`src/rtl/espi_cmd_queue_if.sv`:
```
// espi_cmd_queue_if: host request/response and eSPI master signals.
// slave = queue side, master = host + eSPI master model side.
interface espi_cmd_queue_if;
  logic       req_valid;
  logic       req_ready;
  logic [7:0] req_cmd;
  logic [7:0] req_wdata;
  logic       rsp_valid;
  logic       rsp_ready;
  logic [7:0] rsp_cmd;
  logic [7:0] rsp_rdata;
  logic       rsp_timeout;
  logic       start_transaction;
  logic [7:0] command;
  logic [7:0] write_data;
  logic [7:0] read_data;
  logic       transaction_done;
  logic       busy;

  modport slave (
    input  req_valid,
    input  req_cmd,
    input  req_wdata,
    input  rsp_ready,
    input  read_data,
    input  transaction_done,
    output req_ready,
    output rsp_valid,
    output rsp_cmd,
    output rsp_rdata,
    output rsp_timeout,
    output start_transaction,
    output command,
    output write_data,
    output busy
  );

  modport master (
    output req_valid,
    output req_cmd,
    output req_wdata,
    output rsp_ready,
    output read_data,
    output transaction_done,
    input  req_ready,
    input  rsp_valid,
    input  rsp_cmd,
    input  rsp_rdata,
    input  rsp_timeout,
    input  start_transaction,
    input  command,
    input  write_data,
    input  busy
  );
endinterface

```
`src/rtl/espi_cmd_queue.sv`:
```
// espi_cmd_queue: request FIFO -> one-at-a-time eSPI sequencer -> response FIFO.
// Optional WAIT watchdog enabled by defining ESPI_CMDQ_TIMEOUT_EN.
module espi_cmd_queue #(
  parameter int REQ_DEPTH      = 4,
  parameter int RSP_DEPTH      = 4,
  parameter int TIMEOUT_CYCLES = 1024
) (
  input logic           clk,
  input logic           reset_n,
  espi_cmd_queue_if.slave bus
);
  localparam int QA = $clog2(REQ_DEPTH);
  localparam int SA = $clog2(RSP_DEPTH);

  typedef struct packed {
    logic [7:0] cmd;
    logic [7:0] wdata;
  } req_t;

  typedef struct packed {
    logic [7:0] cmd;
    logic [7:0] rdata;
    logic       to;
  } rsp_t;

  typedef enum logic [1:0] {
    IDLE,
    ISSUE,
    WAIT,
    CAPTURE
  } state_t;

  state_t     state;
  logic       start_q;
  logic [7:0] cmd_q;
  logic [7:0] wdata_q;
  logic       busy_q;
  logic       done_q;
  logic       to_q;
  logic       done_rise;
  logic       timeout_hit;

  req_t       req_mem [REQ_DEPTH];
  logic [QA:0] req_wp;
  logic [QA:0] req_rp;
  logic       req_full;
  logic       req_empty;
  logic       req_push;
  logic       req_pop;
  req_t       req_head;

  rsp_t       rsp_mem [RSP_DEPTH];
  logic [SA:0] rsp_wp;
  logic [SA:0] rsp_rp;
  logic       rsp_full;
  logic       rsp_empty;
  logic       rsp_push;
  logic       rsp_pop;
  rsp_t       rsp_head;
  rsp_t       rsp_in;

  assign req_full  = (req_wp[QA] != req_rp[QA]) &&
                     (req_wp[QA-1:0] == req_rp[QA-1:0]);
  assign req_empty = (req_wp == req_rp);
  assign req_push  = bus.req_valid && !req_full;
  assign req_pop   = (state == CAPTURE);
  assign req_head  = req_mem[req_rp[QA-1:0]];

  assign rsp_full  = (rsp_wp[SA] != rsp_rp[SA]) &&
                     (rsp_wp[SA-1:0] == rsp_rp[SA-1:0]);
  assign rsp_empty = (rsp_wp == rsp_rp);
  assign rsp_push  = (state == CAPTURE);
  assign rsp_pop   = !rsp_empty && bus.rsp_ready;
  assign rsp_head  = rsp_mem[rsp_rp[SA-1:0]];

  assign rsp_in.cmd   = cmd_q;
  assign rsp_in.rdata = to_q ? 8'h00 : bus.read_data;
  assign rsp_in.to    = to_q;

  // A stale high done is masked by done_q being forced high in ISSUE
  assign done_rise = bus.transaction_done && !done_q;

`ifdef ESPI_CMDQ_TIMEOUT_EN
  localparam int TW = $clog2(TIMEOUT_CYCLES + 1);

  logic [TW-1:0] wd_cnt;

  assign timeout_hit = (state == WAIT) &&
                       (wd_cnt == TW'(TIMEOUT_CYCLES - 1));

  // Watchdog: cleared on the way into WAIT, counts WAIT cycles
  always_ff @(posedge clk or negedge reset_n) begin
    if (!reset_n) begin
      wd_cnt <= '0;
    end else if (state == ISSUE) begin
      wd_cnt <= '0;
    end else if (state == WAIT) begin
      wd_cnt <= wd_cnt + 1'b1;
    end
  end
`else
  // Watchdog compiled out: this compare is constant false
  assign timeout_hit = (TIMEOUT_CYCLES < 0);
`endif

  // Request storage, written on accepted host pushes
  always_ff @(posedge clk) begin
    if (req_push) begin
      req_mem[req_wp[QA-1:0]] <= '{cmd: bus.req_cmd,
                                   wdata: bus.req_wdata};
    end
  end

  // Request pointers
  always_ff @(posedge clk or negedge reset_n) begin
    if (!reset_n) begin
      req_wp <= '0;
      req_rp <= '0;
    end else begin
      if (req_push) req_wp <= req_wp + 1'b1;
      if (req_pop)  req_rp <= req_rp + 1'b1;
    end
  end

  // Response storage, written in CAPTURE
  always_ff @(posedge clk) begin
    if (rsp_push) begin
      rsp_mem[rsp_wp[SA-1:0]] <= rsp_in;
    end
  end

  // Response pointers; push and pop may share a cycle
  always_ff @(posedge clk or negedge reset_n) begin
    if (!reset_n) begin
      rsp_wp <= '0;
      rsp_rp <= '0;
    end else begin
      if (rsp_push) rsp_wp <= rsp_wp + 1'b1;
      if (rsp_pop)  rsp_rp <= rsp_rp + 1'b1;
    end
  end

  // Sequencer: one outstanding transaction, all outputs registered
  always_ff @(posedge clk or negedge reset_n) begin
    if (!reset_n) begin
      state   <= IDLE;
      start_q <= 1'b0;
      cmd_q   <= 8'h00;
      wdata_q <= 8'h00;
      busy_q  <= 1'b0;
      done_q  <= 1'b0;
      to_q    <= 1'b0;
    end else begin
      start_q <= 1'b0;
      done_q  <= bus.transaction_done;
      unique case (state)
        IDLE: begin
          if (!req_empty && !rsp_full) begin
            state   <= ISSUE;
            start_q <= 1'b1;
            cmd_q   <= req_head.cmd;
            wdata_q <= req_head.wdata;
            busy_q  <= 1'b1;
          end
        end
        ISSUE: begin
          state  <= WAIT;
          done_q <= 1'b1;
        end
        WAIT: begin
          if (done_rise) begin
            state <= CAPTURE;
            to_q  <= 1'b0;
          end else if (timeout_hit) begin
            state <= CAPTURE;
            to_q  <= 1'b1;
          end
        end
        CAPTURE: begin
          state  <= IDLE;
          busy_q <= 1'b0;
        end
      endcase
    end
  end

  assign bus.req_ready         = !req_full;
  assign bus.rsp_valid         = !rsp_empty;
  assign bus.rsp_cmd           = rsp_empty ? 8'h00 : rsp_head.cmd;
  assign bus.rsp_rdata         = rsp_empty ? 8'h00 : rsp_head.rdata;
  assign bus.rsp_timeout       = !rsp_empty && rsp_head.to;
  assign bus.start_transaction = start_q;
  assign bus.command           = cmd_q;
  assign bus.write_data        = wdata_q;
  assign bus.busy              = busy_q;
endmodule

```
`src/flat_wrapper.sv`:
```
// flat-port wrapper written by rule: the top's interface ports become plain ports
module espi_cmd_queue_flat 
#(
  parameter int REQ_DEPTH      = 4,
  parameter int RSP_DEPTH      = 4,
  parameter int TIMEOUT_CYCLES = 1024
)
  (clk, reset_n, bus_req_valid, bus_req_cmd, bus_req_wdata, bus_rsp_ready, bus_read_data, bus_transaction_done, bus_req_ready, bus_rsp_valid, bus_rsp_cmd, bus_rsp_rdata, bus_rsp_timeout, bus_start_transaction, bus_command, bus_write_data, bus_busy);
  espi_cmd_queue_if bus_i ();
  input logic clk;
  input logic reset_n;
  input wire logic [$bits(bus_i.req_valid)-1:0] bus_req_valid;
  input wire logic [$bits(bus_i.req_cmd)-1:0] bus_req_cmd;
  input wire logic [$bits(bus_i.req_wdata)-1:0] bus_req_wdata;
  input wire logic [$bits(bus_i.rsp_ready)-1:0] bus_rsp_ready;
  input wire logic [$bits(bus_i.read_data)-1:0] bus_read_data;
  input wire logic [$bits(bus_i.transaction_done)-1:0] bus_transaction_done;
  output wire logic [$bits(bus_i.req_ready)-1:0] bus_req_ready;
  output wire logic [$bits(bus_i.rsp_valid)-1:0] bus_rsp_valid;
  output wire logic [$bits(bus_i.rsp_cmd)-1:0] bus_rsp_cmd;
  output wire logic [$bits(bus_i.rsp_rdata)-1:0] bus_rsp_rdata;
  output wire logic [$bits(bus_i.rsp_timeout)-1:0] bus_rsp_timeout;
  output wire logic [$bits(bus_i.start_transaction)-1:0] bus_start_transaction;
  output wire logic [$bits(bus_i.command)-1:0] bus_command;
  output wire logic [$bits(bus_i.write_data)-1:0] bus_write_data;
  output wire logic [$bits(bus_i.busy)-1:0] bus_busy;
  assign bus_i.req_valid = bus_req_valid;
  assign bus_i.req_cmd = bus_req_cmd;
  assign bus_i.req_wdata = bus_req_wdata;
  assign bus_i.rsp_ready = bus_rsp_ready;
  assign bus_i.read_data = bus_read_data;
  assign bus_i.transaction_done = bus_transaction_done;
  assign bus_req_ready = bus_i.req_ready;
  assign bus_rsp_valid = bus_i.rsp_valid;
  assign bus_rsp_cmd = bus_i.rsp_cmd;
  assign bus_rsp_rdata = bus_i.rsp_rdata;
  assign bus_rsp_timeout = bus_i.rsp_timeout;
  assign bus_start_transaction = bus_i.start_transaction;
  assign bus_command = bus_i.command;
  assign bus_write_data = bus_i.write_data;
  assign bus_busy = bus_i.busy;
  espi_cmd_queue #(.REQ_DEPTH(REQ_DEPTH), .RSP_DEPTH(RSP_DEPTH), .TIMEOUT_CYCLES(TIMEOUT_CYCLES)) u_core (.clk(clk), .reset_n(reset_n), .bus(bus_i));
endmodule
```
`config.mk`:
```
export PLATFORM = sky130hd
export DESIGN_NAME = espi_cmd_queue_flat
export DESIGN_NICKNAME = d
export VERILOG_FILES = /design/src/rtl/espi_cmd_queue_if.sv /design/src/rtl/espi_cmd_queue.sv /design/src/flat_wrapper.sv
export SDC_FILE = /design/constraint.sdc
export NUM_CORES = 1
export LEC_CHECK = 0
export CAP_MARGIN = 25
export CORE_UTILIZATION = 35
export CTS_BUF_LIST = sky130_fd_sc_hd__clkbuf_4 sky130_fd_sc_hd__clkbuf_8
export DETAILED_ROUTE_END_ITERATION = 10
export MAX_ROUTING_LAYER = met4
export PLACE_DENSITY = 0.55
export SLEW_MARGIN = 25
export SYNTH_ARGS = -nofsm -noshare
export SYNTH_HDL_FRONTEND = slang
export SYNTH_SLANG_ARGS = --single-unit
```
`constraint.sdc`:
```
create_clock -name clk -period 2.2 [get_ports clk]
set_input_delay 0.44 -clock clk [delete_from_list [all_inputs] [get_ports clk]]
set_output_delay 0.44 -clock clk [all_outputs]
set_load 0.02 [all_outputs]
```
# Word-level counts from Yosys, hierarchy flattened
# Memory sizes are Yosys's and may differ from the RTL's. A register that Yosys moved wholly into a read port is not among the register bits.
# Cells that the tools add are included.
# totals
ff_bits	17
elab_cells	57
ram_bits	128
memories	2
output_inout_bits	37
romBits	0
latch_bits	0
inputBits	29
# classes
div	0
multipliers	0
eq_ne	11
bitwise	0
n_shift	0
reduce_logical	18
n_addsub	4
n_lt_le_gt_ge	0
n_mux	14
# memory_table
memory	depth	word_bits	read_ports	rd_ports_with_merged_regs	wr	line	source
u_core.req_mem	4	16	1	1	1	espi_cmd_queue.sv:43	req_t req_mem [REQ_DEPTH];
u_core.rsp_mem	4	16	1	0	1	espi_cmd_queue.sv:52	rsp_t rsp_mem [RSP_DEPTH];
# ops
operator	n
two-way mux 8 bit	2
adder 3 x 1 -> 3 bit, second input constant	4
two-way mux 1 bit	8
case mux 2 bit (4 select lines)	1
== test 3 bit	2
logical AND 1 bit	6
logical NOT 1 bit	6
AND reduction 2 bit	3
== test 2 bit	2
== test 2 bit, second input constant	2
two-way mux 2 bit	2
!= test 2 x 1 -> 1 bit, second input constant	2
== test 2 x 1 -> 1 bit, second input constant	1
logical NOT 2 bit	1
!= test 1 bit	2
case mux 1 bit (2 select lines)	1
nonzero test 2 bit	1
logical AND 1 bit, second input constant	1

# Longest topological paths before layout
# Gate-level depths: netlist (run 1).
# logic_depth
ltp_word	6
ltp_mapped	6
depth_no_buf	5

# Worst setup path before layout (run 1)
# Ideal clock, no wire load.
# synth_path
path_type	register to output
startpoint	register u_core.rsp_rp[0]
endpoint	output port bus_rsp_cmd[0]
setup_slack_ns	0.221
arrival_time_ns	1.539
required_time_ns	1.760
stages_incl_launch_ff	5
path_buffers	2
cell_sequence	dfrtp_1 buf_6 buf_2 mux4_2 and2_1
# synth_via
elab_chain_cells	2
elab_cells_between_ends	3
cone_classes	1 x eq/ne; 1 x mux; 1 x memory
# synth_rtl
item	line	source
start: declaration	espi_cmd_queue.sv:54	logic [SA:0] rsp_rp;
start signal: assignment	espi_cmd_queue.sv:139	if (rsp_pop) rsp_rp <= rsp_rp + 1'b1;
memory (4 x 16 bit) / == test 3 bit (equally long branches)	--	
two-way mux 8 bit (*)	espi_cmd_queue.sv:189	assign bus.rsp_cmd = rsp_empty ? 8'h00 : rsp_head.cmd;
end: declaration	flat_wrapper.sv:20	output wire logic [$bits(bus_i.rsp_cmd)-1:0] bus_rsp_cmd;
# Every way passes the cells marked *; elsewhere a longest branch is shown, timed or not.

# Worst setup path after layout (run 1)
# layout_path
startpoint	register u_core.rsp_rp[0]
endpoint	output port bus_rsp_cmd[3]
# The elaborated chain is that of the path after synthesis.

==> results of run 1 <==
critical path, delay by kind of cell, from the launching register on:
family	cells	cell delay (ns)
buf+inv	3	0.37
flops	1	0.39
mux	1	0.51
simple gates	1	0.15
cells in the final DEF (no fill, tap or decap), types with 2 or more instances in the layout:
| cell type | n |
|---|---|
| xnor2_1 | 4 |
| xnor2_2 | 4 |
| clkbuf_8 | 17 |
| dfrtp_1 | 32 |
| inv_1 | 9 |
| nand2_1 | 6 |
| clkdlybuf4s50_1 | 45 |
| buf_12 | 8 |
| nor2_1 | 3 |
| mux2_2 | 9 |
| clkinv_2 | 3 |
| mux4_2 | 29 |
| buf_6 | 16 |
| xor2_1 | 6 |
| edfxtp_1 | 128 |
| mux4_1 | 3 |
| and2_4 | 14 |
| nor2b_1 | 2 |
| buf_2 | 3 |
| clkinvlp_4 | 7 |
| buf_4 | 20 |
| mux2_4 | 9 |
| and2_1 | 11 |
| o21ai_0 | 4 |
| nand3_1 | 3 |
| bufinv_16 | 3 |
| ha_1 | 15 |
worst paths after layout:
path | endpoint
min in group clk | u_core.rsp_wp[2]$_DFFE_PN0P_
min | u_core.bus.write_data[5]$_DFFE_PN0P_
max | bus_rsp_cmd[3]
max reg2reg | u_core.bus.command[0]$_DFFE_PN0P_
max in group asynchronous | u_core.rsp_rp[0]$_DFFE_PN0P_
min reg2reg | u_core.rsp_wp[2]$_DFFE_PN0P_
layer usage:
| layer | track usage, % | part of all wire (%) | vias up |
|---|---|---|---|
| li1 | - | - | 1426 |
| met2 | 23.6 | 52 | 66 |
| met5 | - | 0 | - |
| met1 | 16.3 | 43 | 1614 |
| met3 | 4.60 | 4.6 | 6 |
| met4 | 4.03 | 0.50 | 0 |
per-stage QoR:
step           power, uW  util, %
2_1_floorplan       7810        -
3_3_place_gp        9810     41.9
3_5_place_dp        9890     41.9
4_1_cts            12600     45.0
5_1_grt            13300     45.0
6_report           12500     45.0
state kept, by name, summed over array words and instances, names as in the netlist:
| name | cells |
|---|---|
| u_core.rsp_mem | 64 |
| u_core.state | 2 |
| u_core.bus.start_transaction | 1 |
| u_core.req_rp | 3 |
| u_core.req_mem | 64 |
| u_core.rsp_rp | 3 |
| u_core.bus.busy | 1 |
| u_core.req_wp | 3 |
| u_core.rsp_wp | 3 |
| u_core.done_q | 1 |
| u_core.bus.write_data | 8 |
| u_core.bus.command | 8 |
final cells by class:
type / instances / area (sq um)
Inverter: 9 / 33.8
Clock buffer: 18 / 241
Fill cell: 1575 / 9870
Clock inverter: 14 / 166
Tap cell: 229 / 287
Sequential cell: 161 / 4670
Multi-Input combinational cell: 135 / 1690
Timing Repair Buffer: 95 / 1000
logic make-up (layout without fill, tap and decap cells):
kind of cell / Yosys count / in the layout
AO/OA/AOI/OAI: 9 / 9
other: 1 / 1
flip-flops: 161 / 161
buffers and inverters: 21 / 136
AND/OR/NAND/NOR: 46 / 46
XOR/XNOR: 14 / 14
multiplexers: 50 / 50
adder cells (fa/ha/maj): 15 / 15
power groups by stage:
stage	registers (uW)	logic, uW	clock network [uW]
2_1_floorplan	4770	3040	0
3_3_place_gp	4650	5160	0
3_5_place_dp	4690	5200	0
4_1_cts	4650	5720	2250
5_1_grt	4730	6160	2370
6_report	4640	5650	2170
timing repair:
action / in CTS / in global routing
hold buffers: 1 / 0
setup buffers: 5 / 1
pin swaps: 12 / 4
endpoints found under the setup margin: 18 / 17
gates resized for setup: 112 / 10
gates cloned: 2 / 0
endpoints found under the hold margin: 13 / 0
==> results.cfg, run 1 <==
[logic_synthesis]
synth_top_family_by_area = multiplexers
synth-async-reset-ratio_pct = 20.5
synthAdderAreaFrac_pct = 2.92
synth_common_cells = edfxtp_1, dfrtp_1, mux4_2, and2_1, ha_1
synth_nets = 361
synth.distinct_cells = 34
synth_area_sq_um = 6420
ys_seq_elements = 161
synthesis.instances = 317
yosys.area_share.simple_pct = 4.43
synth_largest_area_cell = edfxtp_1
ys_seq_area_share_pct = 72.8
ys.flop_type = edfxtp_1
yosysMostFrequentCell = edfxtp_1
muxShareOfSynthArea_pct = 15.1
synth-xor-area-share_pct = 1.91
synth_edf_count = 128
syn_area_per_cell_sq_um = 20.2
yosysWarnings = 0
synthTopCellsByArea = edfxtp_1, dfrtp_1, mux4_2, ha_1, and2_1
synth_top_area_share_pct = 59.9
synth_compound_area_share_pct = 0.916

[floorplanning]
die_w_um = 137
die_h_um = 137
rows = 49
dieArea_sq_um = 18900
coreArea_sq_um = 18000
start_util_pct = 35.7
ios = 66

[detailed_routing]
postRouteAntennaNets = 0
drc = 0
dr.pass1.iters = 4
detailroute.via_count = 3112
routed_wl_um = 11600
drt_iter0_markers = 146
routedWlPerCell_um = 17.6
vias_per_cell = 4.71

[global_route]
track_usage_pct = 14.2
grt_antenna_before_repair = 0
grt_max_degree = 19
grt_overflow = 0
grt_pass1_vias = 3441
grt_pass1_wl_um = 18400

[pwr]
clockPowerShare_pct = 17.4
peakVddDrop_v = 0.00111
swShare_pct = 32.1
p_leak_uw = 0.00296
power.density_nw_per_um2 = 1540
internal_power_uw = 8450
p_seq_share_pct = 37.2
switching_power_uw = 4000
combPwrFrac_pct = 45.4

[final_layout]
fin_nets = 463
insertedDiodeCount = 0
finalNonFillerCells = 661
fin_area_sq_um = 8090
drive_gt1_share_pct = 34.5
area_delta_synth_final_pct = 26.1

[sta]
whs_ns = 0.470
fin_crit_sh_pct = 104
skew_ns = 0.00909
min_period_ns = 2.30
rsz0062_at_grt = true
hold_viol = 0
setup_viol = 16
setup_slack_ns = -0.0981
tns_ns = -1.32
timing.fmax_mhz = 435
drv_slew = 0

[critical_path]
cp-end-kind = primary output
rr_startpoint = u_core.rsp_rp[0]$_DFFE_PN0P_
cp_slowest_cell = mux4_2
cpMostUsedCell = buf_6
path_max_fanout = 6
max_stage_delay_ns = 0.51
cp_data_required_time_ns = 1.76
rrSetupSlack_ns = 0.25
worstSetupStartpointType = flop
arrival_ns = 1.86
path_cells = buf_6 -> buf_12 -> mux4_2 -> and2_4 -> buf_6
ff2ff_path_depth = 7
path_class = flop to primary output
cp-startpoint = u_core.rsp_rp[0]$_DFFE_PN0P_

[worst_hold_path]
worstHoldPathType = input pin to async pin

[cts]
clock_path_buffers = 2
cts.sinks = 161
root_buffer = clkbuf_8
clk_pin_slew_ns = 0.08
cts_tree = done
numCtsBuffers = 17
insertion_delay_ns = 0.43
htreeDepth = 4

[outcome]
outcome = complete, but fails checks
violations = negative setup slack

[placement]
post-place-cells = 622
detailedPlace.worstSlack_ns = -0.0447
port_buffers = 64
hpwl_um = 7100
place_area_sq_um = 7520
place_congestion = 0.690

[job]
cap_violations = 0
(Power assumes the default switching activity.)
==> inputs of run 2 (changes only) <==
- CORE_MARGIN: default -> 1.5
- CORE_UTILIZATION: 35 -> 40
- CTS_BUF_LIST: sky130_fd_sc_hd__clkbuf_4 sky130_fd_sc_hd__clkbuf_8 -> sky130_fd_sc_hd__clkbuf_8
- PLACE_DENSITY: 0.55 -> 0.61
==> results.cfg, run 2 (same netlist as run 1, synthesis figures left out) <==
[sta]
whs_ns = 0.0949
timing.fmax_mhz = 433
skew_ns = 0.0102
tns_ns = -1.53
relSlewSlack_pct = 44.4
setup_slack_ns = -0.107
drv_slew = 0
min_period_ns = 2.31
setup_viol = 17
worst_slew_pin_slew_ns = 0.835
fin_crit_sh_pct = 105
hold_viol = 0
rsz0062_at_grt = true

[critical_path]
arrival_ns = 1.87
crit_family = buffers and inverters
path_class = flop to primary output
rrSetupSlack_ns = 0.29
rr_startpoint = u_core.rsp_rp[0]$_DFFE_PN0P_
cp_slowest_cell = dfrtp_2
path_max_fanout = 5
cp_data_required_time_ns = 1.76
worstSetupStartpointType = flop
crit_buf_inv = 4
max_stage_delay_ns = 0.47
path_cells = buf_6 -> xnor2_4 -> nand3b_1 -> buf_6 -> buf_8 -> and2_4 -> buf_6
cp-end-kind = primary output
timing.rr.end = u_core.bus.command[5]$_DFFE_PN0P_
cpMostUsedCell = buf_6
ff2ff_path_depth = 6

[placement]
port_buffers = 64
post-place-cells = 608
hpwl_um = 6910
place_congestion = 0.685
detailedPlace.worstSlack_ns = -0.0481

[final_layout]
final_common_cell = edfxtp_1
final_cell_mix = edfxtp_1, clkdlybuf4s50_1, dfrtp_1
drive_gt1_share_pct = 33.3
insertedDiodeCount = 0
finalNonFillerCells = 645
area_delta_synth_final_pct = 27.7
fin_nets = 460

[detailed_routing]
vias_per_cell = 4.88
dr.pass1.iters = 4
drt_iter0_markers = 196
drc = 0
routed_wl_um = 11700
detailroute.via_count = 3149
postRouteAntennaNets = 0
routedWlPerCell_um = 18.2

[global_route]
grt_max_degree = 34
grt_pass1_vias = 3361
track_usage_pct = 15.5
grt_overflow = 0
grt_antenna_before_repair = 0
grt_pass1_wl_um = 18200

[outcome]
violations = negative setup slack
outcome = complete, but fails checks

[floorplanning]
die_h_um = 130
rows = 46
die_w_um = 130
ios = 66
dieArea_sq_um = 16800
coreArea_sq_um = 15800
start_util_pct = 40.7

[cts]
cts_tree = done
insertion_delay_ns = 0.45
clk_pin_slew_ns = 0.08
numCtsBuffers = 17
root_buffer = clkbuf_8
htreeDepth = 4
clock_path_buffers = 2
cts.sinks = 161

[pwr]
peakVddDrop_v = 0.000866
power.density_nw_per_um2 = 1610
finalPower_uw = 13200
p_leak_uw = 0.00303

[job]
cap_violations = 0

[worst_hold_path]
worstHoldPathType = input pin to async pin
[run 2: cell count changes in the layout (fill, tap and decap cells not counted), moves of 3 or more]
cell,change
clkinvlp_4,-7
bufinv_16,+6
buf_4,-4
buf_6,+3
xnor2_2,-3
[run 2: per-layer routing]
metal / vias up / track usage, % / wire, um
met3: 7 / 5.08 / 603
met2: 83 / 25.8 / 6010
met4: 0 / 4.31 / 101
li1: 1430 / - / -
met5: - / - / 0
met1: 1629 / 18.0 / 5010
[run 2: layout make-up]
type	count	area, sq um
Clock buffer	18	248
Fill cell	1297	7580
Clock inverter	14	290
Multi-Input combinational cell	135	1690
Sequential cell	161	4670
Tap cell	216	270
Inverter	9	33.8
Timing Repair Buffer	92	988
[run 2: report_power, final]
part | internal [uW] | switching (uW)
sequential | 4210 | 441
clock | 1820 | 1020
combinational | 3180 | 2560
[run 2: worst max path at each step]
stage | start | endpoint | cells after the start
after floorplan | u_core.rsp_rp[0]$_DFFE_PN0P_ | bus_rsp_cmd[0] | 4
after global routing | u_core.rsp_rp[0]$_DFFE_PN0P_ | bus_rsp_rdata[0] | 7
after CTS | u_core.rsp_rp[0]$_DFFE_PN0P_ | bus_rsp_rdata[5] | 5
final | u_core.rsp_rp[0]$_DFFE_PN0P_ | bus_rsp_cmd[4] | 7
after global placement | u_core.rsp_rp[0]$_DFFE_PN0P_ | bus_rsp_cmd[6] | 4
after detailed placement | u_core.rsp_rp[0]$_DFFE_PN0P_ | bus_rsp_cmd[7] | 4
[run 2: what timing repair did]
action,in CTS,in global routing
gates resized for setup,112,15
buffers inserted,1,2
endpoints found under the setup margin,18,17
gates cloned,1,2
hold buffers,0,0
pin swaps,12,12
[run 2: through the flow]
stage          util [%]  cell area [sq um]
5_1_grt            52.0               8190
2_1_floorplan         -               6420
3_3_place_gp       47.4               7470
3_5_place_dp       47.4               7470
4_1_cts            51.4               8110
6_report           52.0               8190
[run 2: worst register-to-register path: cells and delay by family, from the launching register on]
| family | cells | cell delay (ns) |
|---|---|---|
| DFF | 1 | 0.47 |
| buffers and inverters | 2 | 0.28 |
| muxes | 1 | 0.38 |
| and+or+nand+nor | 2 | 0.52 |
| xor gates and xnor gates | 1 | 0.13 |
==> inputs of run 3 (changes only) <==
- ABC_CLOCK_PERIOD_IN_PS: default -> 2200
- MAX_ROUTING_LAYER: met4 -> default
- SKIP_CTS_REPAIR_TIMING: default -> 1
==> results.cfg, run 3 (same netlist as run 1, synthesis figures left out) <==
[outcome]
outcome = complete, but fails checks
violations = negative setup slack

[pwr]
clockPowerShare_pct = 22.6
p_leak_uw = 0.00296
switching_power_uw = 3900
combPwrFrac_pct = 40.6
internal_power_uw = 8700
p_seq_share_pct = 36.8
peakVddDrop_v = 0.000863
finalPower_uw = 12600
swShare_pct = 30.9
power.density_nw_per_um2 = 1570

[critical_path]
worstSetupStartpointType = flop
arrival_ns = 1.87
cp_slowest_cell = mux4_2
path_class = flop to primary output
cp_data_required_time_ns = 1.76
path_cells = buf_6 -> mux4_2 -> and2_1 -> buf_2
max_stage_delay_ns = 0.51
path_max_fanout = 4
cp-end-kind = primary output

[sta]
setup_viol = 16
min_period_ns = 2.31
rsz0062_at_grt = true
relSlewSlack_pct = 44.8
fin_crit_sh_pct = 105
hold_viol = 0
worst_slew_pin_slew_ns = 0.828
tns_ns = -1.57
timing.fmax_mhz = 432
drv_slew = 0
setup_slack_ns = -0.114
skew_ns = 0.0111

[global_route]
grt_pass1_vias = 3336
grt_overflow = 0
grt_pass1_wl_um = 17900
grt_max_degree = 34
track_usage_pct = 14.8
grt_antenna_before_repair = 0

[job]
cap_violations = 0

[floorplanning]
dieArea_sq_um = 16800
die_h_um = 130
rows = 46
die_w_um = 130
ios = 66
start_util_pct = 40.7
coreArea_sq_um = 15800

[final_layout]
final_core_util_pct = 51.0
fin_nets = 457
area_delta_synth_final_pct = 25.3
final_cell_mix = edfxtp_1, clkdlybuf4s50_1, dfrtp_1
insertedDiodeCount = 0
final_common_cell = edfxtp_1
drive_gt1_share_pct = 29.8

[cts]
cts_tree = done
htreeDepth = 4
clk_pin_slew_ns = 0.08
cts.sinks = 161
root_buffer = clkbuf_8
insertion_delay_ns = 0.45
clock_path_buffers = 2
numCtsBuffers = 17

[detailed_routing]
drt_iter0_markers = 216
postRouteAntennaNets = 0
routed_wl_um = 11500
routedWlPerCell_um = 17.9
detailroute.via_count = 3135
dr.pass1.iters = 4
drc = 0
vias_per_cell = 4.88

[placement]
hpwl_um = 6910
place_congestion = 0.678
port_buffers = 64
detailedPlace.worstSlack_ns = -0.0481

[worst_hold_path]
worstHoldPathType = input pin to async pin
[run 3: cell types whose count changed in the layout (fill, tap and decap cells not counted), moves of 2 or more]
cell	change
and2_1	+12
buf_4	+2
buf_6	-11
dlymetal6s2s_1	+2
buf_2	+7
and2_4	-12
[run 3: area by class of cell]
| type | count | area [sq um] |
|---|---|---|
| repair buffers | 89 | 876 |
| well taps | 216 | 270 |
| clock buffers | 18 | 248 |
| flip-flops and latches | 161 | 4670 |
| inverters | 9 | 33.8 |
| multi-input cells | 135 | 1650 |
| fillers | 1308 | 7730 |
| clock inverters | 14 | 290 |
[run 3: power groups by stage]
stage	Combinational (uW)	Clock (uW)	Sequential [uW]
floorplan	3040	0	4770
global placement	5080	0	4650
detailed placement	5160	0	4690
CTS	5180	2910	4630
global route	5560	3030	4730
finish	5110	2850	4640
[run 3: worst max-delay path, delay by kind of cell (launching register included)]
family	cells	cell delay [ns]
simple gates	1	0.17
mux	1	0.51
flops	1	0.45
buf+inv	2	0.30
[run 3: metrics by stage]
stage / hold WS [ns] / std cells / cell area [sq um]
finish: 0.0908 / 642 / 8040
global route: 0.125 / 642 / 8040
CTS: 0.0913 / 640 / 8010
detailed placement: 0.482 / 608 / 7470
global placement: 0.477 / 608 / 7470
floorplan: 0.144 / 317 / 6420
[run 3: layer usage]
metal  part of all wire, %  vias to the layer above  global-route usage, %
li1                      -                     1419                      -
met1                    43                     1634                   17.6
met2                    51                       75                   25.5
met3                   5.5                        7                   5.37
met4                  0.91                        0                   4.31
met5                     0                        -                      0
[run 3: path summary, 6_finish.rpt]
kind / startpoint / end / slack [ns] / depth (start not counted)
min reg2reg: u_core.req_wp[2]$_DFFE_PN0N_ / u_core.req_wp[2]$_DFFE_PN0N_ / 0.49 / 1
max reg2reg: u_core.rsp_rp[0]$_DFFE_PN0P_ / u_core.bus.command[5]$_DFFE_PN0P_ / 0.23 / 6
min in group clk: u_core.req_wp[2]$_DFFE_PN0N_ / u_core.req_wp[2]$_DFFE_PN0N_ / 0.49 / 1
min: reset_n / u_core.req_wp[0]$_DFFE_PN0N_ / 0.09 / 1
max: u_core.rsp_rp[0]$_DFFE_PN0P_ / bus_rsp_cmd[3] / -0.11 / 4
max in group asynchronous: reset_n / u_core.rsp_rp[0]$_DFFE_PN0P_ / 1.53 / 1
